File: src/rtl/imm_ext_arbiter.sv
// imm_ext_arbiter: two cores share one immediate-extension datapath.
// Each core gets a registered response slot and a saturating grant counter.
// Define IMM_EXT_ARB_RR_EN for round-robin tie-breaking.
// Without it, ties always go to core0.
module imm_ext_arbiter #(
  parameter int unsigned CNT_W = 16
) (
  input  logic             clk,
  input  logic             rst_n,
  input  logic             req_valid0,
  input  logic             req_valid1,
  output logic             req_ready0,
  output logic             req_ready1,
  input  logic [11:0]      imm12_0,
  input  logic [11:0]      imm12_1,
  input  logic [19:0]      imm20_0,
  input  logic [19:0]      imm20_1,
  input  logic [1:0]       ctrl0,
  input  logic [1:0]       ctrl1,
  output logic             rsp_valid0,
  output logic             rsp_valid1,
  input  logic             rsp_ready0,
  input  logic             rsp_ready1,
  output logic [31:0]      rsp_imm0,
  output logic [31:0]      rsp_imm1,
  output logic [CNT_W-1:0] gnt_cnt0,
  output logic [CNT_W-1:0] gnt_cnt1
);

  logic             elig0, elig1;
  logic             gnt0, gnt1;
  logic [11:0]      sel_imm12;
  logic [19:0]      sel_imm20;
  logic [1:0]       sel_ctrl;
  logic [31:0]      ext_imm;

  logic             rsp_valid0_q, rsp_valid0_d;
  logic             rsp_valid1_q, rsp_valid1_d;
  logic [31:0]      rsp_imm0_q, rsp_imm0_d;
  logic [31:0]      rsp_imm1_q, rsp_imm1_d;
  logic [CNT_W-1:0] cnt0_q, cnt0_d;
  logic [CNT_W-1:0] cnt1_q, cnt1_d;

`ifdef IMM_EXT_ARB_RR_EN
  // Set when core1 should win the next tie.
  logic             prio1_q, prio1_d;
`endif

  // Arbitration: a core may take a slot only if its response slot is free or draining.
  always_comb begin
    elig0 = req_valid0 & (~rsp_valid0_q | rsp_ready0);
    elig1 = req_valid1 & (~rsp_valid1_q | rsp_ready1);
    gnt0  = 1'b0;
    gnt1  = 1'b0;
    if (elig0 && elig1) begin
`ifdef IMM_EXT_ARB_RR_EN
      gnt0 = ~prio1_q;
      gnt1 = prio1_q;
`else
      gnt0 = 1'b1;
`endif
    end else begin
      gnt0 = elig0;
      gnt1 = elig1;
    end
    // Reset also has to suppress handshakes combinationally.
    if (!rst_n) begin
      gnt0 = 1'b0;
      gnt1 = 1'b0;
    end
  end

  assign req_ready0 = gnt0;
  assign req_ready1 = gnt1;

  // Shared extension datapath, fed by the operands of the granted core.
  always_comb begin
    sel_imm12 = gnt1 ? imm12_1 : imm12_0;
    sel_imm20 = gnt1 ? imm20_1 : imm20_0;
    sel_ctrl  = gnt1 ? ctrl1   : ctrl0;
    case (sel_ctrl)
      2'b00:   ext_imm = {{20{sel_imm12[11]}}, sel_imm12};
      2'b01:   ext_imm = {{19{sel_imm12[11]}}, sel_imm12, 1'b0};
      2'b10:   ext_imm = {{12{sel_imm20[19]}}, sel_imm20};
      default: ext_imm = {{11{sel_imm20[19]}}, sel_imm20, 1'b0};
    endcase
  end

  // Response slots and grant counters.
  // A grant reloads the slot, even on the same edge that consumes the old result.
  always_comb begin
    rsp_valid0_d = rsp_valid0_q;
    rsp_valid1_d = rsp_valid1_q;
    rsp_imm0_d   = rsp_imm0_q;
    rsp_imm1_d   = rsp_imm1_q;
    cnt0_d       = cnt0_q;
    cnt1_d       = cnt1_q;
    if (gnt0) begin
      rsp_valid0_d = 1'b1;
      rsp_imm0_d   = ext_imm;
      if (cnt0_q != {CNT_W{1'b1}}) cnt0_d = cnt0_q + 1'b1;
    end else if (rsp_ready0) begin
      rsp_valid0_d = 1'b0;
    end
    if (gnt1) begin
      rsp_valid1_d = 1'b1;
      rsp_imm1_d   = ext_imm;
      if (cnt1_q != {CNT_W{1'b1}}) cnt1_d = cnt1_q + 1'b1;
    end else if (rsp_ready1) begin
      rsp_valid1_d = 1'b0;
    end
  end

  // State registers for the response slots and counters.
  always_ff @(posedge clk or negedge rst_n) begin
    if (!rst_n) begin
      rsp_valid0_q <= 1'b0;
      rsp_valid1_q <= 1'b0;
      rsp_imm0_q   <= '0;
      rsp_imm1_q   <= '0;
      cnt0_q       <= '0;
      cnt1_q       <= '0;
    end else begin
      rsp_valid0_q <= rsp_valid0_d;
      rsp_valid1_q <= rsp_valid1_d;
      rsp_imm0_q   <= rsp_imm0_d;
      rsp_imm1_q   <= rsp_imm1_d;
      cnt0_q       <= cnt0_d;
      cnt1_q       <= cnt1_d;
    end
  end

`ifdef IMM_EXT_ARB_RR_EN
  // Round-robin pointer: the core that was just served loses the next tie.
  always_comb begin
    prio1_d = prio1_q;
    if (gnt0)      prio1_d = 1'b1;
    else if (gnt1) prio1_d = 1'b0;
  end

  // Round-robin pointer register; reset gives core0 priority.
  always_ff @(posedge clk or negedge rst_n) begin
    if (!rst_n) prio1_q <= 1'b0;
    else        prio1_q <= prio1_d;
  end
`endif

  assign rsp_valid0 = rsp_valid0_q;
  assign rsp_valid1 = rsp_valid1_q;
  assign rsp_imm0   = rsp_imm0_q;
  assign rsp_imm1   = rsp_imm1_q;
  assign gnt_cnt0   = cnt0_q;
  assign gnt_cnt1   = cnt1_q;

endmodule

File: config.mk
export PLATFORM = sky130hd
export DESIGN_NAME = imm_ext_arbiter
export DESIGN_NICKNAME = d
export VERILOG_FILES = /design/src/rtl/imm_ext_arbiter.sv
export SDC_FILE = /design/constraint.sdc
export NUM_CORES = 1
export LEC_CHECK = 0
export CAP_MARGIN = 10
export CORE_MARGIN = 3
export CORE_UTILIZATION = 40
export CTS_BUF_LIST = sky130_fd_sc_hd__clkbuf_2
export DETAILED_ROUTE_END_ITERATION = 8
export GPL_TIMING_DRIVEN = 1
export HOLD_SLACK_MARGIN = 0.05
export PLACE_DENSITY = 0.79
export SYNTH_ARGS = -nofsm -noshare
export SYNTH_HDL_FRONTEND = slang
export SYNTH_SLANG_ARGS = --single-unit
File: constraint.sdc
create_clock -name clk -period 1.65 [get_ports clk]
set_input_delay 0.33 -clock clk [delete_from_list [all_inputs] [get_ports clk]]
set_output_delay 0.33 -clock clk [all_outputs]
set_load 0.01 [all_outputs]
; ---- Word level (Yosys, flattened, before mapping)
; Index checks and enable logic that the tools add are counted.
[op_classes]
n_reduce_logical = 6
muxes = 12
addsub = 2
eq_ne = 4
bitwise_logic = 6
[ops]
columns = cell, count
row1 = $pmux W32 S3, 1
row2 = $add A16 B1 Y16 const B, 2
row3 = $ne A16 B16 Y1 const B, 2
row4 = $mux W20, 1
row5 = $mux W12, 1
row6 = $mux W1, 8
row7 = $reduce_and A2 Y1, 2
row8 = $reduce_bool A2 Y1, 2
row9 = $and A1 B1 Y1, 2
row10 = $eq A2 B1 Y1 const B, 1
row11 = $eq A2 B2 Y1 const B, 1
row12 = $logic_not A2 Y1, 1
row13 = $mux W2, 1
row14 = $not A1 Y1, 2
row15 = $or A1 B1 Y1, 2
row16 = $logic_and A1 B1 Y1, 1
[word_totals]
output_inout_bits = 100
elab_cells = 36
input_bits = 74
reg_bits = 98

; ---- Logic depth before layout (Yosys ltp)
[logic_depth]
word_depth = 9
mapped_depth = 6
ltp_nobuf = 5

; ---- Worst setup path after synthesis
; No wires, ideal clock.
[synth_timing]
path_kind = reg-to-reg
from = register cnt1_q[0] (netlist: gnt_cnt1[0])
to = register cnt1_q[12] (netlist: gnt_cnt1[12])
stages_incl_launch_ff = 6
setup_ps = 128
slack_ps = -80
t_arrival_ps = 1602
n_path_buf = 0
synth_period_minus_slack_ps = 1730
required_ps = 1522
path_cell_list = dfrtp_1 -> ha_1 -> nand2_1 -> or2_1 -> nor4_1 -> mux2_1
[synth_via]
elab_chain_len = 2
word_cells_on_any_way = 3
cone_classes = 1 x add/sub / 1 x eq/ne / 1 x reduce/logical
[synth_lines]
columns = element, line_no
row1 = start: declaration, 42  ; logic [CNT_W-1:0] cnt1_q, cnt1_d;
row2 = start signal: assignment, 129  ; cnt1_q <= cnt1_d;
row3 = "parallel branches: the longest is 2 deep, another holds $add A16 B1 Y16", -
; Several ways; the timed one is not identified.
; A chain may end at the register's enable or synchronous reset.

; ---- Worst setup path in the final report
[layout_timing]
from = register rsp_valid1_q (netlist: rsp_valid1)
to = output req_ready1
[layout_via]
elab_chain_len = 6
[layout_lines]
columns = element, line_no
row1 = start: declaration, 38  ; logic rsp_valid1_q, rsp_valid1_d;
row2 = start signal: assignment, 125  ; rsp_valid1_q <= rsp_valid1_d;
row3 = $not A1 Y1 (*), 52  ; elig1 = req_valid1 & (~rsp_valid1_q | rsp_ready1);
row4 = $or A1 B1 Y1 (*), 52
row5 = $and A1 B1 Y1 (*), 52
row6 = $logic_and A1 B1 Y1, 55  ; if (elig0 && elig1) begin
row7 = $mux W1 (*), 55
row8 = $mux W1 (*), 67  ; if (!rst_n) begin
row9 = end: declaration, 13  ; output logic req_ready1,
; Every way passes the cells marked *; elsewhere a longest branch is shown, timed or not.

==> results.sh <==
export IMPL_hold_viol_final=0
export IMPL_gr_util_all_layers_pct=23.4
export IMPL_clk_insertion_delay_late_ns=0.51
export IMPL_max_cap_violations=0
export IMPL_pwr_share_seq_pct=37.5
export IMPL_clk_path_buf_depth=2
export IMPL_wl_per_cell_um=18.7
export IMPL_dr_total_vias=4361
export IMPL_power_density_nw_per_um2=893
export IMPL_drt_first_pass_iters=5
export IMPL_post_synth_mux_area_share_pct=12.2
export IMPL_design_final_nets=755
export IMPL_netlist_area_before_placement_sq_um=4150
export IMPL_grt_start_max_net_pins=49
export IMPL_maxClockFrequency_mhz=535
export IMPL_drcViolationCount=0
export IMPL_fill_cells=695
export IMPL_cp_end_kind="primary output"
export IMPL_power_leakage_nw=3.43
export IMPL_die_width_um=108
export IMPL_synth_yosys_warnings=0
export IMPL_initial_antenna_violation_count=0
export IMPL_clock_skew_ns=0.0374
export IMPL_num_antenna_cells=0
export IMPL_initial_core_util_pct=41.9
export IMPL_setup_violations=37
export IMPL_fp_dieH_um=108
export IMPL_first_pass_grt_wire_length_um=21600
export IMPL_critical_path_slowest_cell="sky130_fd_sc_hd__dfrtp_1"
export IMPL_boundaryPins=174
export IMPL_areaGrowthSynthToFinish_pct=75.2
export IMPL_dp_slack_ns=-0.714
export IMPL_number_of_input_and_output_port_buffers_inserted=173
export IMPL_postRouteWirelength_um=15300
export IMPL_clkSlewWorstSetupHoldPaths_ns=0.23
export IMPL_simple_gate_area_share_of_the_yosys_netlist_pct=18.7
export IMPL_row_count=36
export IMPL_cellInternalPower_mw=4.20
export IMPL_synth_adder_area_share_pct=0.603
export IMPL_first_global_vias=4268
export IMPL_vdd_ir_drop_worst_mv=0.625
export IMPL_power_clock_fraction_pct=17.8
export IMPL_drt_iter0_drc=181
export IMPL_setup_worst_path_start_class="register"
export IMPL_synth_top_family_by_area="simple AND/OR/NAND/NOR gates"
export IMPL_grt_remaining_overflow=0
export IMPL_tritoncts_num_buffers=9
export IMPL_timing_max_slew_rel_slack_pct=59.0
export IMPL_cts_tree="done"
export IMPL_multi_input_area_sq_um=2420
export IMPL_placedInstanceArea_sq_um=6310
export IMPL_final_max_slew_viol_count=0
export IMPL_ys_top_cells_by_area="sky130_fd_sc_hd__dfrtp_1 (46%), sky130_fd_sc_hd__nand2_1 (6.9%), sky130_fd_sc_hd__mux4_2 (5.4%)"
export IMPL_synth_xor_area_share_pct=4.65
export IMPL_finish_instance_area_sq_um=7270
export IMPL_synth_top_area_cell="sky130_fd_sc_hd__dfrtp_1"
export IMPL_share_of_the_synthesized_area_in_the_top_cell_type_pct=45.9
export IMPL_synth_edff_count=0
export IMPL_die_area_sq_um=11600
export IMPL_via_per_inst=5.34
export IMPL_worst_ep_arrival_time_ns=1.54
export IMPL_rsz0062_at_grt="yes"
export IMPL_power_switching_mw=2.28
export IMPL_syn_nets=494
export IMPL_crit_required_ns=1.32
export IMPL_clock_tree_htree_level_count=3
export IMPL_coreArea_sq_um=9910
export IMPL_synth_compound_gate_area_share_pct=11.3
export IMPL_final_min_clock_period_ns=1.87
export IMPL_place_detailed_hpwl_um=9670
export IMPL_violations="setup timing"
export IMPL_post_synth_most_frequent_cells="sky130_fd_sc_hd__dfrtp_1 (76), sky130_fd_sc_hd__nand2_1 (76), sky130_fd_sc_hd__buf_4 (22), sky130_fd_sc_hd__nor2_1 (21)"
export IMPL_worst_slew_pin_transition_ns=0.615
export IMPL_asyncSetResetFlopFracSynth_pct=100
export IMPL_path_delay_family="flip-flops"
export IMPL_clock_root_buffer="sky130_fd_sc_hd__clkbuf_2"
export IMPL_p_comb_share_pct=44.7
export IMPL_min_period_over_period_pct=113
export IMPL_min_path_type="in -> async"
export IMPL_crit_fanout=3
export IMPL_worst_path_buffer_plus_inverter_count=2
export IMPL_path_cells="nor2b_4 > a211o_4 > inv_4 > buf_6"
export IMPL_power_mw=6.49
export IMPL_seqCellArea_sq_um=1910
export IMPL_final_core_utilization_pct=73.3
export IMPL_ys_seq_elements=76
export IMPL_status="complete, but fails checks"
export IMPL_netlist_instances=418
export IMPL_layout_cell_share_with_drive_strength_beyond_1_pct=39.9
export IMPL_netSwitchingFraction_pct=35.2
export IMPL_fin_ws_ns=-0.219
export IMPL_crit_path_max_incr_delay_ns=0.43
export IMPL_synth_ff_type="sky130_fd_sc_hd__dfrtp_1"
export IMPL_netlist_cell_type_count=45
export IMPL_cts_sinks=76
export IMPL_setup_worst_path_class="reg -> out"
export IMPL_routabilityCongestion=0.877
export IMPL_antenna_violating_nets_post_route=0
export IMPL_syn_avg_cell_area_sq_um=9.92
export IMPL_seq_area_frac_synth_pct=45.9
-- path summary, 6_finish.rpt --
path	slack, ns	startpoint	end	cells after the start
worst max-delay path	-0.22	rsp_valid1	req_ready1	4
worst min-delay path	0.24	rst_n	rsp_imm0[7]	3
worst max register to register	-0.22	rsp_valid1	gnt_cnt1[12]	7
worst min register to register	0.50	rsp_imm1[14]	rsp_imm1[14]	1
max in group asynchronous	0.81	rst_n	rsp_valid0	4
min in group clk	0.39	imm20_0[15]	rsp_imm0[15]	3
-- timing repair --
action | in CTS | in global routing
setup endpoints to repair | 111 | 74
cloned | 1 | 2
buffers inserted | 35 | 21
pin swaps | 18 | 30
endpoints found under the hold margin | 76 | 4
gates resized for setup | 309 | 96
hold buffers | 1 | 1
-- area by class of cell --
cell class	instances	share of cell area (%)
Clock buffer	10	0.689
Clock inverter	6	1.10
Inverter	5	0.293
Multi-Input combinational cell	295	33.3
Sequential cell	76	26.3
Tap cell	133	2.29
Timing Repair Buffer	292	36.0
-- registers in the layout (all words and copies together), names as in the netlist --
name        count
gnt_cnt0       16
gnt_cnt1       16
rsp_imm0       21
rsp_imm1       21
rsp_valid0      1
rsp_valid1      1
-- power by group through the flow --
stage	Combinational [mW]	Sequential (mW)	Clock, mW
after floorplan	0.797	2.70	0
after global placement	2.40	2.49	0
after detailed placement	2.46	2.51	0
after CTS	2.47	2.39	1.19
after global routing	3.10	2.47	1.26
final	2.90	2.43	1.15
-- layer usage --
metal  share of wire, %  routed length [um]  track usage (%)
met4                2.5                 378             8.57
met1                 37                5700             27.1
met5                  0                   0                0
met3                4.0                 609             4.32
met2                 56                8600             42.8
-- per-stage QoR --
stage	std cells	hold WS [ns]	setup TNS (ns)
floorplan	418	0.0344	-0.0279
finish	817	0.237	-3.40
global route	817	0.201	-5.97
detailed placement	742	0.289	-21.46
CTS	794	0.329	-0.946
global placement	742	0.285	-20.14
-- cells in the final DEF (no fill, tap or decap), types with 9 or more instances in the layout --
cell type,Yosys,final
sky130_fd_sc_hd__buf_4,22,90
sky130_fd_sc_hd__dfrtp_1,76,68
sky130_fd_sc_hd__clkdlybuf4s15_1,0,15
sky130_fd_sc_hd__nand3_1,17,10
sky130_fd_sc_hd__buf_6,1,32
sky130_fd_sc_hd__nand2_1,76,73
sky130_fd_sc_hd__mux4_2,10,10
sky130_fd_sc_hd__xor2_1,9,9
sky130_fd_sc_hd__o21ai_0,12,10
sky130_fd_sc_hd__clkbuf_2,0,13
sky130_fd_sc_hd__a21oi_1,16,12
sky130_fd_sc_hd__xnor2_1,13,11
sky130_fd_sc_hd__mux2i_1,17,17
sky130_fd_sc_hd__nand4_1,9,9
sky130_fd_sc_hd__buf_2,4,37
sky130_fd_sc_hd__clkdlybuf4s50_1,0,72
sky130_fd_sc_hd__nor2_1,21,21
sky130_fd_sc_hd__dlygate4sd2_1,0,31
-- logic make-up after synthesis --
group,after synthesis
flip-flops,76
multiplexers,37
adder cells (fa/ha/maj),2
AND/OR/NAND/NOR,161
AO/OA/AOI/OAI,72
buffers and inverters,48
XOR/XNOR,22
-- worst reg2reg max path, delay by kind of cell (launching register included) --
| kind | cells | cell delay [ns] |
|---|---|---|
| mux | 1 | 0.33 |
| compound gates | 1 | 0.30 |
| simple gates | 2 | 0.28 |
| flops | 1 | 0.43 |
| buf+inv | 3 | 0.44 |
(Power assumes the default switching activity.)
